[src/rtl/types.sv]
//------------------------------------------------------------------------------
// types.sv : shared opcodes, ALU and mux select codes, FSM states and the
//            control-word struct for control_unit.
// Rev 1.0
//------------------------------------------------------------------------------
`default_nettype none

`ifndef OPCODE_WIDTH
`define OPCODE_WIDTH 6
`endif
`ifndef ALU_SEL_SIZE
`define ALU_SEL_SIZE 4
`endif

package types_pkg;

    localparam int OPCODE_WIDTH = `OPCODE_WIDTH;
    localparam int ALU_SEL_SIZE = `ALU_SEL_SIZE;

    typedef logic [OPCODE_WIDTH-1:0] opcode_t;
    typedef logic [ALU_SEL_SIZE-1:0] alu_sel_t;

    localparam opcode_t OP_ADD  = opcode_t'(6'h00);
    localparam opcode_t OP_SUB  = opcode_t'(6'h01);
    localparam opcode_t OP_AND  = opcode_t'(6'h02);
    localparam opcode_t OP_OR   = opcode_t'(6'h03);
    localparam opcode_t OP_ADDI = opcode_t'(6'h08);
    localparam opcode_t OP_LW   = opcode_t'(6'h10);
    localparam opcode_t OP_SW   = opcode_t'(6'h11);
    localparam opcode_t OP_BEQ  = opcode_t'(6'h18);
    localparam opcode_t OP_J    = opcode_t'(6'h20);
    localparam opcode_t OP_JAL  = opcode_t'(6'h21);
    localparam opcode_t OP_HALT = opcode_t'(6'h3F);

    localparam alu_sel_t ALU_ADD   = alu_sel_t'(4'd0);
    localparam alu_sel_t ALU_SUB   = alu_sel_t'(4'd1);
    localparam alu_sel_t ALU_AND   = alu_sel_t'(4'd2);
    localparam alu_sel_t ALU_OR    = alu_sel_t'(4'd3);
    localparam alu_sel_t ALU_EQ    = alu_sel_t'(4'd4);
    localparam alu_sel_t ALU_PASSA = alu_sel_t'(4'd5);

    localparam logic [1:0] PC_SRC_ALU  = 2'd0;
    localparam logic [1:0] PC_SRC_D    = 2'd1;
    localparam logic [1:0] PC_SRC_JUMP = 2'd2;
    localparam logic       MEM_ADR_PC  = 1'b0;
    localparam logic       MEM_ADR_D   = 1'b1;
    localparam logic       ALU_A_PC    = 1'b0;
    localparam logic       ALU_A_REG   = 1'b1;
    localparam logic [1:0] ALU_B_REG   = 2'd0;
    localparam logic [1:0] ALU_B_FOUR  = 2'd1;
    localparam logic [1:0] ALU_B_IMM   = 2'd2;
    localparam logic       REG_DATA_DM = 1'b0;
    localparam logic       REG_DATA_D  = 1'b1;
    localparam logic [1:0] REG_W_IR21  = 2'd0;
    localparam logic [1:0] REG_W_IR26  = 2'd1;
    localparam logic [1:0] REG_W_R31   = 2'd2;

    typedef enum logic [4:0] {
        S_FETCH, S_WAIT, S_DECODE, S_EXEC_R, S_WB_R, S_EXEC_I, S_WB_I,
        S_MEM_ADDR, S_MEM_RD, S_MEM_WB, S_MEM_WR, S_BRANCH, S_JUMP,
        S_JAL1, S_JAL2, S_HALT
`ifdef CTRL_ILLEGAL_TRAP_EN
        , S_TRAP
`endif
    } state_t;

    typedef struct packed {
        logic [1:0] pc_wr_sel;
        logic       pc_ctrl;
        logic       mem_adr_sel;
        logic       mem_wr_ctl;
        alu_sel_t   alu_op;
        logic       alu_a_sel;
        logic [1:0] alu_b_sel;
        logic       reg_w_ctl;
        logic       reg_data_sel;
        logic [1:0] reg_w_sel;
        logic       retire;
        logic       halted;
        logic       illegal;
    } ctrl_t;

    localparam ctrl_t CTRL_DEFAULT = '0;

    function automatic logic is_listed(input opcode_t op);
        return (op == OP_ADD) || (op == OP_SUB) || (op == OP_AND) ||
               (op == OP_OR) || (op == OP_ADDI) || (op == OP_LW) ||
               (op == OP_SW) || (op == OP_BEQ) || (op == OP_J) ||
               (op == OP_JAL) || (op == OP_HALT);
    endfunction

endpackage

`default_nettype wire

[src/rtl/control_unit_ctrl_output_decode.sv]
//------------------------------------------------------------------------------
// ctrl_output_decode : combinational state -> control word decode.
// Rev 1.0
//------------------------------------------------------------------------------
`default_nettype none

module ctrl_output_decode
    import types_pkg::*;
(
    input  state_t state,
    input  logic   active,
    input  logic   held,
    input  logic   nop,
    output ctrl_t  ctrl
);

    always_comb begin
        ctrl        = CTRL_DEFAULT;
        ctrl.alu_op = ALU_ADD;
        // Nothing drives the datapath until the first post-reset edge.
        if (active) begin
            case (state)
                S_FETCH: begin
                    ctrl.mem_adr_sel = MEM_ADR_PC;
                    ctrl.alu_a_sel   = ALU_A_PC;
                    ctrl.alu_b_sel   = ALU_B_FOUR;
                    ctrl.pc_wr_sel   = PC_SRC_ALU;
                    ctrl.pc_ctrl     = 1'b1;
                end
                S_DECODE: begin
                    ctrl.alu_a_sel = ALU_A_PC;
                    ctrl.alu_b_sel = ALU_B_IMM;
                    ctrl.retire    = nop;
                end
                S_EXEC_R: ctrl.alu_a_sel = ALU_A_REG;
                S_WB_R: begin
                    ctrl.reg_w_sel    = REG_W_IR21;
                    ctrl.reg_data_sel = REG_DATA_D;
                    ctrl.reg_w_ctl    = 1'b1;
                    ctrl.retire       = 1'b1;
                end
                S_EXEC_I, S_MEM_ADDR: begin
                    ctrl.alu_a_sel = ALU_A_REG;
                    ctrl.alu_b_sel = ALU_B_IMM;
                end
                S_WB_I: begin
                    ctrl.reg_w_sel    = REG_W_IR26;
                    ctrl.reg_data_sel = REG_DATA_D;
                    ctrl.reg_w_ctl    = 1'b1;
                    ctrl.retire       = 1'b1;
                end
                S_MEM_RD: ctrl.mem_adr_sel = MEM_ADR_D;
                S_MEM_WB: begin
                    ctrl.reg_w_sel    = REG_W_IR26;
                    ctrl.reg_data_sel = REG_DATA_DM;
                    ctrl.reg_w_ctl    = 1'b1;
                    ctrl.retire       = 1'b1;
                end
                S_MEM_WR: begin
                    ctrl.mem_adr_sel = MEM_ADR_D;
                    ctrl.mem_wr_ctl  = 1'b1;
                    ctrl.retire      = 1'b1;
                end
                S_BRANCH: begin
                    ctrl.alu_a_sel = ALU_A_REG;
                    ctrl.alu_b_sel = ALU_B_REG;
                    ctrl.alu_op    = ALU_EQ;
                    ctrl.pc_wr_sel = PC_SRC_D;
                    ctrl.retire    = 1'b1;
                end
                S_JUMP: begin
                    ctrl.alu_a_sel = ALU_A_PC;
                    ctrl.pc_wr_sel = PC_SRC_JUMP;
                    ctrl.pc_ctrl   = 1'b1;
                    ctrl.retire    = 1'b1;
                end
                S_JAL1: begin
                    ctrl.alu_a_sel = ALU_A_PC;
                    ctrl.alu_op    = ALU_PASSA;
                end
                S_JAL2: begin
                    ctrl.reg_w_sel    = REG_W_R31;
                    ctrl.reg_data_sel = REG_DATA_D;
                    ctrl.reg_w_ctl    = 1'b1;
                    ctrl.alu_a_sel    = ALU_A_PC;
                    ctrl.pc_wr_sel    = PC_SRC_JUMP;
                    ctrl.pc_ctrl      = 1'b1;
                    ctrl.retire       = 1'b1;
                end
                S_HALT: begin
                    ctrl.halted = 1'b1;
                    ctrl.retire = ~held;
                end
`ifdef CTRL_ILLEGAL_TRAP_EN
                S_TRAP: ctrl.illegal = 1'b1;
`endif
                default: ctrl = CTRL_DEFAULT;
            endcase
        end
    end

endmodule

`default_nettype wire

[src/rtl/control_unit.sv]
//------------------------------------------------------------------------------
// control_unit : multi-cycle Moore controller; state register and next state.
// Optional illegal-opcode trap enabled by CTRL_ILLEGAL_TRAP_EN. Rev 1.0
//------------------------------------------------------------------------------
`default_nettype none

module control_unit
    import types_pkg::*;
(
    input  logic                    clk,
    input  logic                    reset,
    input  logic [OPCODE_WIDTH-1:0] codop,
    output logic [1:0]              pcWrSel,
    output logic                    pcCtrl,
    output logic                    memAdrSel,
    output logic                    memWrCtl,
    output logic [ALU_SEL_SIZE-1:0] aluOp,
    output logic                    aluASel,
    output logic [1:0]              aluBSel,
    output logic                    regWCtl,
    output logic                    regDataSel,
    output logic [1:0]              regWSel,
    output logic                    retire,
    output logic                    halted,
    output logic                    illegal
);

    state_t state;
    logic   active;
    logic   held;
    logic   nop;
    ctrl_t  ctrl;

`ifdef CTRL_ILLEGAL_TRAP_EN
    assign nop = 1'b0;
`else
    assign nop = (state == S_DECODE) && !is_listed(codop);
`endif

    // 'active' holds the machine in a quiet FETCH until the first edge after
    // reset, so FETCH strobes occupy exactly the first post-reset cycle.
    always_ff @(posedge clk or posedge reset) begin
        if (reset) begin
            state  <= S_FETCH;
            active <= 1'b0;
            held   <= 1'b0;
        end else begin
            active <= 1'b1;
            held   <= active && (state == S_HALT);
            if (active) begin
                case (state)
                    S_FETCH:  state <= S_WAIT;
                    S_WAIT:   state <= S_DECODE;
                    S_DECODE: begin
                        case (codop)
                            OP_ADD, OP_SUB, OP_AND, OP_OR: state <= S_EXEC_R;
                            OP_ADDI:       state <= S_EXEC_I;
                            OP_LW, OP_SW:  state <= S_MEM_ADDR;
                            OP_BEQ:        state <= S_BRANCH;
                            OP_J:          state <= S_JUMP;
                            OP_JAL:        state <= S_JAL1;
                            OP_HALT:       state <= S_HALT;
`ifdef CTRL_ILLEGAL_TRAP_EN
                            default:       state <= S_TRAP;
`else
                            default:       state <= S_FETCH;
`endif
                        endcase
                    end
                    S_EXEC_R:   state <= S_WB_R;
                    S_EXEC_I:   state <= S_WB_I;
                    S_MEM_ADDR: state <= (codop == OP_SW) ? S_MEM_WR : S_MEM_RD;
                    S_MEM_RD:   state <= S_MEM_WB;
                    S_JAL1:     state <= S_JAL2;
                    S_HALT:     state <= S_HALT;
`ifdef CTRL_ILLEGAL_TRAP_EN
                    S_TRAP:     state <= S_TRAP;
`endif
                    default:    state <= S_FETCH;
                endcase
            end
        end
    end

    ctrl_output_decode u_decode (
        .state  (state),
        .active (active),
        .held   (held),
        .nop    (nop),
        .ctrl   (ctrl)
    );

    // R-type ALU function comes straight from the low opcode bits in EXEC_R.
    always_comb begin
        aluOp = ctrl.alu_op;
        if (state == S_EXEC_R && active) begin
            aluOp = ALU_ADD;
            case (codop)
                OP_SUB:  aluOp = ALU_SUB;
                OP_AND:  aluOp = ALU_AND;
                OP_OR:   aluOp = ALU_OR;
                default: aluOp = ALU_ADD;
            endcase
        end
    end

    assign pcWrSel    = ctrl.pc_wr_sel;
    assign pcCtrl     = ctrl.pc_ctrl;
    assign memAdrSel  = ctrl.mem_adr_sel;
    assign memWrCtl   = ctrl.mem_wr_ctl;
    assign aluASel    = ctrl.alu_a_sel;
    assign aluBSel    = ctrl.alu_b_sel;
    assign regWCtl    = ctrl.reg_w_ctl;
    assign regDataSel = ctrl.reg_data_sel;
    assign regWSel    = ctrl.reg_w_sel;
    assign retire     = ctrl.retire;
    assign halted     = ctrl.halted;
    assign illegal    = ctrl.illegal;

endmodule

`default_nettype wire

[config.mk]
export PLATFORM = sky130hd
export DESIGN_NAME = control_unit
export DESIGN_NICKNAME = d
export VERILOG_FILES = /design/src/rtl/types.sv /design/src/rtl/control_unit_ctrl_output_decode.sv /design/src/rtl/control_unit.sv
export SDC_FILE = /design/constraint.sdc
export NUM_CORES = 1
export LEC_CHECK = 0
export CORE_ASPECT_RATIO = 1.4
export CORE_MARGIN = 1.5
export CORE_UTILIZATION = 45
export DETAILED_ROUTE_END_ITERATION = 8
export GPL_TIMING_DRIVEN = 0
export PLACE_DENSITY = 0.78
export SLEW_MARGIN = 20
export SYNTH_ARGS = -nofsm -noshare
export SYNTH_HDL_FRONTEND = slang
export SYNTH_HIERARCHICAL = 1
export SYNTH_SLANG_ARGS = --single-unit
[constraint.sdc]
create_clock -name clk -period 2.01 [get_ports clk]
set_clock_uncertainty 0.05 [all_clocks]
set_input_delay 0.402 -clock clk [delete_from_list [all_inputs] [get_ports clk]]
set_output_delay 0.402 -clock clk [all_outputs]
set_load 0.05 [all_outputs]
==> impl_metrics.ini, run 1 <==
[pwr]
power_leakage_uw = 0.000612
p_sw_share_pct = 48.7
pwr-share-comb_pct = 79.8
pwr-share-clk_pct = 7.6
vdd_drop_max_v = 0.000718
powerDensity_mw_per_mm2 = 1090
p_int_uw = 773
p_sw_uw = 735
p_seq_share_pct = 12.6

[layout]
final_nets = 182
area_delta_synth_final_pct = 64.4
mostFrequentLayoutCells = 24 x buf_4, 15 x nand2_1, 11 x buf_6, 10 x buf_2, 8 x nor2_1
antenna_cells = 0
drive_gt1_share_pct = 50.0
mostFrequentLayoutCell = buf_4

[floorplan]
die_width_um = 39.5
die_area_sq_mm = 0.00214
die_height_um = 54.1
core-area_sq_mm = 0.00176
start_util_pct = 47.9
top_level_ports = 27
rows = 18

[worst_setup_path]
r2r_setup_slack_ns = -0.04
r2r_start = state[3]$_DFFE_PP0P_
critical_path_arrival_ns = 1.79
startpoint_type = flip-flop
required_ns = 1.56
cp-end-kind = output pin
cp-startpoint = state[3]$_DFFE_PP0P_
reg2reg_depth = 12
critical_path.max_fanout = 3
worstSetupPathType = reg2out

[clock_tree]
htreeDepth = 1
clk_path_buf_depth = 2
cts-root-buf = clkbuf_4
cts_tree = yes
insertion_delay_ns = 0.25
holdBufCountCts = 0
cts_buffers = 3
path_clk_slew_ns = 0.05
clkSinkCount = 6

[grt]
grt_max_degree = 11
grt_antenna_before_repair = 0
globalRouteOverflowTotal = 0
grt_pass1_wl_mm = 4.53
first_global_vias = 1044
grt_usage_pct = 30.5

[placed_design]
dp_hpwl_mm = 1.84
io_buffers = 23
gpl.final_weighted_congestion = 0.766

[min_path]
holdCritPathClass = in2async

[sta]
hold_viol_final = 0
rsz0062_at_grt = yes
fin_hold_ws_ns = 0.317
min_period_ns = 2.24
setup_tns_ns = -0.537
finalCritPeriodShare_pct = 111
slew_viol_final = 0
max_freq_mhz = 447
setup_viol = 7
setup_ws_ns = -0.228

[yosys]
yosys.area.top_type = dfrtp_1
ys_seq_area_share_pct = 17.9
yosysUniqueCellTypes = 47
ys_ff_latch = 6
synthArstFlopShare_pct = 100
yosys.area.top_type_share_pct = 17.9
synthCells = 125
syn-cell-area_sq_um = 841
synth_ff_type = dfrtp_1
synth_warnings = 6
synth_area_leaders = dfrtp_1 18%, nand2_1 8.0%, nor3_1 5.4%, nor2_1 5.4%, buf_4 4.5%
synth_edf_count = 0
synth_area_per_cell_sq_um = 6.73

[drt]
wl_met2_mm = 1.81
drt_pass1_iterations = 4
wl_met3_um = 94
antenna_left = 0
vias_per_cell = 5.78
routed_wl_mm = 3.12
wl_per_cell_um = 16.2
vias = 1110
drc = 0
dr.max_layer_used = met4
first_iter_violations = 21
drt-met1-wl_mm = 1.11

[outcome]
outcome = finished, violations left
failed_checks = negative setup slack

[job]
maxCapViolCount = 0
-- cell type report --
| type | count | area (sq um) |
|---|---|---|
| Sequential cell | 6 | 151 |
| Clock buffer | 3 | 22.5 |
| Fill cell | 127 | 374 |
| Buffer | 13 | 123 |
| Tap cell | 20 | 25.0 |
| Timing Repair Buffer | 40 | 324 |
| Multi-Input combinational cell | 108 | 729 |
| Inverter | 2 | 7.51 |
-- cell usage after synthesis (2+ instances only) --
master and n:
nand2_1 18, nor2_1 12, nor3_1 9, a21oi_1 6, dfrtp_1 6, buf_4 5, clkbuf_1 5, nand3_1 4
o21ai_0 4, and3_1 3, conb_1 3, nand2b_1 3, nor3b_1 3, o21ai_1 3, and2_1 2, buf_6 2
nand3b_1 2, nor2b_1 2, nor4bb_1 2, o21a_1 2, o31ai_1 2, or3_1 2
-- stage by stage --
step | instances | setup WS [ns] | utilization [%] | power (uW) | cell area, sq um
after floorplan | 129 | -0.280 | - | 824 | 902
after global placement | 172 | -1.36 | 65.9 | 972 | 1160
after detailed placement | 172 | -1.42 | 65.9 | 1010 | 1160
after CTS | 189 | -0.170 | 75.9 | 1350 | 1330
after global routing | 192 | -0.292 | 78.7 | 1590 | 1380
final | 192 | -0.228 | 78.7 | 1510 | 1380
-- layer usage --
layer / vias to the layer above / GRT usage, %
li1: 529 / -
met1: 533 / 30.3
met2: 37 / 56.8
met3: 11 / 3.72
met4: 0 / 18.4
met5: - / 0
-- sequential cells by signal (all words and copies together) (netlist names) --
name and cells:
active 1, state 4, held 1
-- logic make-up after synthesis --
logic type / Yosys count / synth area share [%]
and+or+nand+nor: 73 / 47.8
AOI/OAI and AO/OA: 25 / 18.9
buffers and inverters: 15 / 10.9
DFF: 6 / 17.9
other: 3 / 1.34
xor gates and xnor gates: 2 / 2.08
muxes: 1 / 1.19
-- final timing paths --
check / endpoint
worst min-delay path: held$_DFF_PP0_
min in group clk: state[1]$_DFFE_PP0P_
max in group asynchronous: state[0]$_DFFE_PP0P_
worst min register to register: state[0]$_DFFE_PP0P_
worst max register to register: state[1]$_DFFE_PP0P_
worst max-delay path: retire
-- what timing repair did --
item | CTS | global route
setup buffers | 14 | 3
pin swaps | 8 | 8
setup endpoints to repair | 17 | 14
cloned | 0 | 0
gates resized for setup | 143 | 17
-- power groups by stage --
stage                     clock, uW  sequential, uW  combinational [uW]
after floorplan                   0             180                 644
after global placement            0             190                 782
after global routing            115             193                1280
after CTS                       113             187                1050
after detailed placement          0             195                 815
final                           115             190                1200
-- worst max-delay path, cell delays in order, from the launching register on --
cell and delay [ns]:
dfrtp_1 0.37, clkbuf_8 0.14, nand2b_4 0.15, nor3_4 0.24
and3_4 0.22, nor3_2 0.04, a211oi_2 0.17, buf_6 0.19
(Power assumes the default switching activity.)
==> run 2, diff against run 1 <==
--- a/config.mk
+++ b/config.mk
@@ -5,12 +5,12 @@
 export SDC_FILE = /design/constraint.sdc
 export NUM_CORES = 1
 export LEC_CHECK = 0
-export CORE_ASPECT_RATIO = 1.4
 export CORE_MARGIN = 1.5
-export CORE_UTILIZATION = 45
+export CORE_UTILIZATION = 55
 export DETAILED_ROUTE_END_ITERATION = 8
+export DONT_BUFFER_PORTS = 1
 export GPL_TIMING_DRIVEN = 0
-export PLACE_DENSITY = 0.78
+export PLACE_DENSITY = 0.7
 export SLEW_MARGIN = 20
 export SYNTH_ARGS = -nofsm -noshare
 export SYNTH_HDL_FRONTEND = slang
==> impl_metrics.ini, run 2 (synthesis results as in run 1) <==
[outcome]
outcome = finished, violations left
failed_checks = negative setup slack

[placed_design]
dp_hpwl_mm = 1.35
gpl.final_weighted_congestion = 0.828
io_buffers = 0
dp_cells = 144

[floorplan]
top_level_ports = 27
die_area_sq_mm = 0.00177
die_width_um = 42.1
rows = 13
core-area_sq_mm = 0.00137
start_util_pct = 61.5
die_height_um = 42.1

[drt]
routed_wl_mm = 3.02
wl_met3_um = 257
drt-met1-wl_mm = 1.19
first_iter_violations = 31
dr.max_layer_used = met4
vias_per_cell = 6.57
wl_met2_mm = 1.47
wl_per_cell_um = 18.9
drt_pass1_iterations = 4
antenna_left = 0
vias = 1051
drc = 0

[sta]
finalCritPeriodShare_pct = 114
hold_viol_final = 0
setup_ws_ns = -0.280
rsz0062_at_grt = yes
slew_headroom_pct = 44.2
slew_viol_final = 0
max_freq_mhz = 437
min_period_ns = 2.29
setup_viol = 13
tightestPinTransition_ns = 0.833

[layout]
drive_gt1_share_pct = 42.1
multiInputGateArea_sq_um = 826
area_delta_synth_final_pct = 48.4
fillCellCount = 56
area.sequential_sq_um = 153
antenna_cells = 0
largest-register = state
top_regs = state: 4 flops, active: 1 flops, held: 1 flops
mostFrequentLayoutCells = 17 x nand2_1, 16 x buf_4, 7 x conb_1, 6 x nor2_1
final_nets = 155
largest_reg_flops = 4
mostFrequentLayoutCell = nand2_1
stdcell_count = 160

[grt]
globalRouteOverflowTotal = 0
grt_usage_pct = 33.5
first_global_vias = 962
grt_antenna_before_repair = 0
grt_max_degree = 11
grt_pass1_wl_mm = 4.53

[clock_tree]
cts-root-buf = clkbuf_4
path_clk_slew_ns = 0.06
cts_tree = yes
clk_path_buf_depth = 2
insertion_delay_ns = 0.28
clkSinkCount = 6
cts_buffers = 3
htreeDepth = 1

[worst_setup_path]
required_ns = 1.56
worstSetupPathType = reg2out
critical_path.max_fanout = 10
cpPeakStageDelay_ns = 0.58
startpoint_type = flip-flop
r2r_setup_slack_ns = 0.30
crit_chain = buf_6 -> nor2b_1 -> o21ai_0 -> a211oi_4
cp-end-kind = output pin
critical_path_arrival_ns = 1.84
cp_slowest_cell = a211oi_4

[pwr]
vdd_drop_max_v = 0.000862
powerDensity_mw_per_mm2 = 1170
finalPower_uw = 1460
power_leakage_uw = 0.000494

[min_path]
holdCritPathClass = in2reg

[job]
maxCapViolCount = 0
[run 2: changes by cell type in the layout (fill, tap and decap cells not counted), sizes merged]
| cell | before | now |
|---|---|---|
| clkdlybuf4s50 | 1 | 0 |
| clkdlybuf4s15 | 1 | 0 |
| buf | 46 | 21 |
| clkbuf | 8 | 7 |
| dlygate4sd3 | 0 | 1 |
[run 2: final timing paths]
check | end | cells past startpoint | from
min in group asynchronous | active$_DFF_PP0_ | 2 | reset
min reg2reg | state[2]$_DFFE_PP0P_ | 2 | state[0]$_DFFE_PP0P_
max in group asynchronous | state[0]$_DFFE_PP0P_ | 2 | reset
max reg2reg | state[3]$_DFFE_PP0P_ | 7 | state[3]$_DFFE_PP0P_
max | retire | 4 | state[0]$_DFFE_PP0P_
min | state[1]$_DFFE_PP0P_ | 3 | codop[3]
[run 2: stage by stage]
stage / hold slack [ns] / area [sq um] / setup TNS [ns] / worst slack [ns] / util, %
after global routing: 0.428 / 1250 / -2.88 / -0.327 / 91.3
after floorplan: 0.143 / 902 / -0.548 / -0.280 / -
after global placement: 0.159 / 921 / -1.15 / -0.444 / 67.4
after CTS: 0.405 / 1200 / -1.62 / -0.314 / 88.2
final: 0.374 / 1250 / -2.22 / -0.280 / 91.3
after detailed placement: 0.161 / 926 / -0.935 / -0.462 / 67.8
[run 2: layer usage]
metal	GRT usage [%]	up-vias
met5	0	-
met4	18.8	0
met3	6.47	14
met2	58.4	77
met1	37.9	490
li1	-	470
[run 2: critical path, delay by kind of cell (launching register included)]
family / cells / cell delay (ns)
compound gates: 2 / 0.78
buf+inv: 1 / 0.15
flops: 1 / 0.42
simple gates: 1 / 0.22
[run 2: timing repair]
action,in CTS,in global routing
setup endpoints to repair,17,17
hold buffers,1,0
pin swaps,13,6
buffers inserted,10,3
hold endpoints to repair,6,0
gates resized for setup,41,13
[run 2: layout make-up]
cell class              count  share of cell area (%)
clock buffers               3                    1.81
repair buffers             13                    8.32
well taps                  15                    1.50
multi-input cells         108                    66.2
inverters                   2                   0.602
plain buffers              13                    9.33
flip-flops and latches      6                    12.2
[run 2: report_power, final]
part	internal [uW]	leakage (uW)	total [uW]	switching [uW]
clock	69.2	0.0000138	136	67.2
combinational	446	0.000405	1130	679
sequential	156	0.0000752	196	39.7
==> run 3, diff against run 2 <==
--- a/config.mk
+++ b/config.mk
@@ -6,11 +6,12 @@
 export NUM_CORES = 1
 export LEC_CHECK = 0
 export CORE_MARGIN = 1.5
-export CORE_UTILIZATION = 55
+export CORE_UTILIZATION = 60
 export DETAILED_ROUTE_END_ITERATION = 8
 export DONT_BUFFER_PORTS = 1
 export GPL_TIMING_DRIVEN = 0
-export PLACE_DENSITY = 0.7
+export PLACE_DENSITY = 0.76
+export SKIP_LAST_GASP = 1
 export SLEW_MARGIN = 20
 export SYNTH_ARGS = -nofsm -noshare
 export SYNTH_HDL_FRONTEND = slang
==> impl_metrics.ini, run 3 (synthesis results as in run 1) <==
[sta]
max_freq_mhz = 427
slew_viol_final = 0
hold_viol_final = 0
setup_viol = 13
slew_headroom_pct = 42.8
tightestPinTransition_ns = 0.853
fin_hold_ws_ns = 0.406
finalCritPeriodShare_pct = 116
rsz0062_at_grt = yes
setup_ws_ns = -0.330
min_period_ns = 2.34

[pwr]
finalPower_uw = 1350
vdd_drop_max_v = 0.000970
p_int_uw = 604
pwr-share-clk_pct = 8.7
p_sw_uw = 749
p_sw_share_pct = 55.4
pwr-share-comb_pct = 76.6
power_leakage_uw = 0.000459
powerDensity_mw_per_mm2 = 1140
p_seq_share_pct = 14.7

[placed_design]
gpl.final_weighted_congestion = 0.808
io_buffers = 0
dp_cells = 144
dp_hpwl_mm = 1.44
place_ws_ns = -0.471

[layout]
stdcell_count = 154
mostFrequentLayoutCells = 17 x nand2_1, 10 x buf_4, 7 x conb_1, 6 x nor2_1, 5 x nor2_4
mostFrequentLayoutCell = nand2_1
fin_util_pct = 91.5
antenna_cells = 0
drive_gt1_share_pct = 38.1
largest-register = state
fillCellCount = 59
area_delta_synth_final_pct = 41.7
largest_reg_flops = 4
final_nets = 149
top_regs = state: 4 flops, active: 1 flops, held: 1 flops

[worst_setup_path]
critical_path.max_fanout = 10
path_buf_inv = 1
cp_slowest_cell = a211oi_4
startpoint_type = flip-flop
required_ns = 1.56
cpPeakStageDelay_ns = 0.48
critical_path_arrival_ns = 1.89
cp-end-kind = output pin
worstSetupPathType = reg2out
crit_chain = clkbuf_2 -> nor3_4 -> and3_4 -> nor3_2 -> a211oi_4
crit_family = compound AO/OA/AOI/OAI gates

[floorplan]
core-area_sq_mm = 0.00130
rows = 13
die_height_um = 40.4
start_util_pct = 64.6
die_area_sq_mm = 0.00163
top_level_ports = 27
die_width_um = 40.4

[outcome]
outcome = finished, violations left
failed_checks = negative setup slack

[clock_tree]
htreeDepth = 1
cts-root-buf = clkbuf_4
cts_tree = yes
clkSinkCount = 6
clk_path_buf_depth = 2
path_clk_slew_ns = 0.05
insertion_delay_ns = 0.26
cts_buffers = 3

[grt]
grt_antenna_before_repair = 0
globalRouteOverflowTotal = 0
grt_pass1_wl_mm = 3.39
grt_usage_pct = 31.7
grt_max_degree = 11
first_global_vias = 815

[drt]
wl_per_cell_um = 18.9
vias_per_cell = 6.37
routed_wl_mm = 2.91
antenna_left = 0
first_iter_violations = 48
drc = 0
drt_pass1_iterations = 4
vias = 981

[min_path]
holdCritPathClass = in2reg

[job]
maxCapViolCount = 0
-- run 3: cell type report --
cell class / instances / area (sq um) / area share (%)
Buffer: 13 / 101 / 8.51
Sequential cell: 6 / 153 / 12.8
Inverter: 2 / 7.51 / 0.630
Timing Repair Buffer: 7 / 67.6 / 5.67
Multi-Input combinational cell: 108 / 821 / 68.9
Clock buffer: 3 / 22.5 / 1.89
Tap cell: 15 / 18.8 / 1.58
-- run 3: metal layers --
metal | routed length (um) | global-route usage [%] | vias up
li1 | - | - | 460
met1 | 1110 | 32.2 | 450
met2 | 1560 | 60.7 | 62
met3 | 164 | 7.78 | 9
met4 | 78 | 11.7 | 0
met5 | 0 | 0 | -
-- run 3: power by group through the flow --
stage	registers [uW]	logic, uW	clock network [uW]
final	199	1040	118
after global placement	191	707	0
after global routing	202	1090	128
after CTS	195	949	111
after floorplan	180	644	0
after detailed placement	193	740	0
-- run 3: worst paths after layout --
kind	slack, ns	to	from	cells after the start
max reg2reg	0.49	state[3]$_DFFE_PP0P_	state[0]$_DFFE_PP0P_	5
min in group asynchronous	0.46	active$_DFF_PP0_	reset	2
max	-0.33	retire	state[0]$_DFFE_PP0P_	5
max in group asynchronous	1.24	state[0]$_DFFE_PP0P_	reset	2
min reg2reg	0.66	state[0]$_DFFE_PP0P_	state[0]$_DFFE_PP0P_	3
min	0.41	state[1]$_DFFE_PP0P_	codop[3]	3
-- run 3: what timing repair did --
item                       in CTS  in global routing
resized for setup              37                  5
buffers inserted                4                  2
cloned                          0                  0
setup endpoints to repair      17                 16
hold endpoints to repair        6                  0
hold buffers                    1                  0
pin swaps                       8                  8
-- run 3: worst reg2reg max path, stage by stage (launching register included) --
cell and delay (ns):
dfrtp_2 0.45, clkbuf_2 0.23, nand2_1 0.13, nand2_1 0.08, o21ai_0 0.27, o31ai_1 0.16
-- run 3: per-stage QoR --
stage                     area [sq um]  TNS (ns)
after floorplan                    902    -0.548
after global placement             921     -1.13
after global routing              1190     -3.02
after CTS                         1150     -1.84
after detailed placement           926    -0.819
final                             1190     -2.22
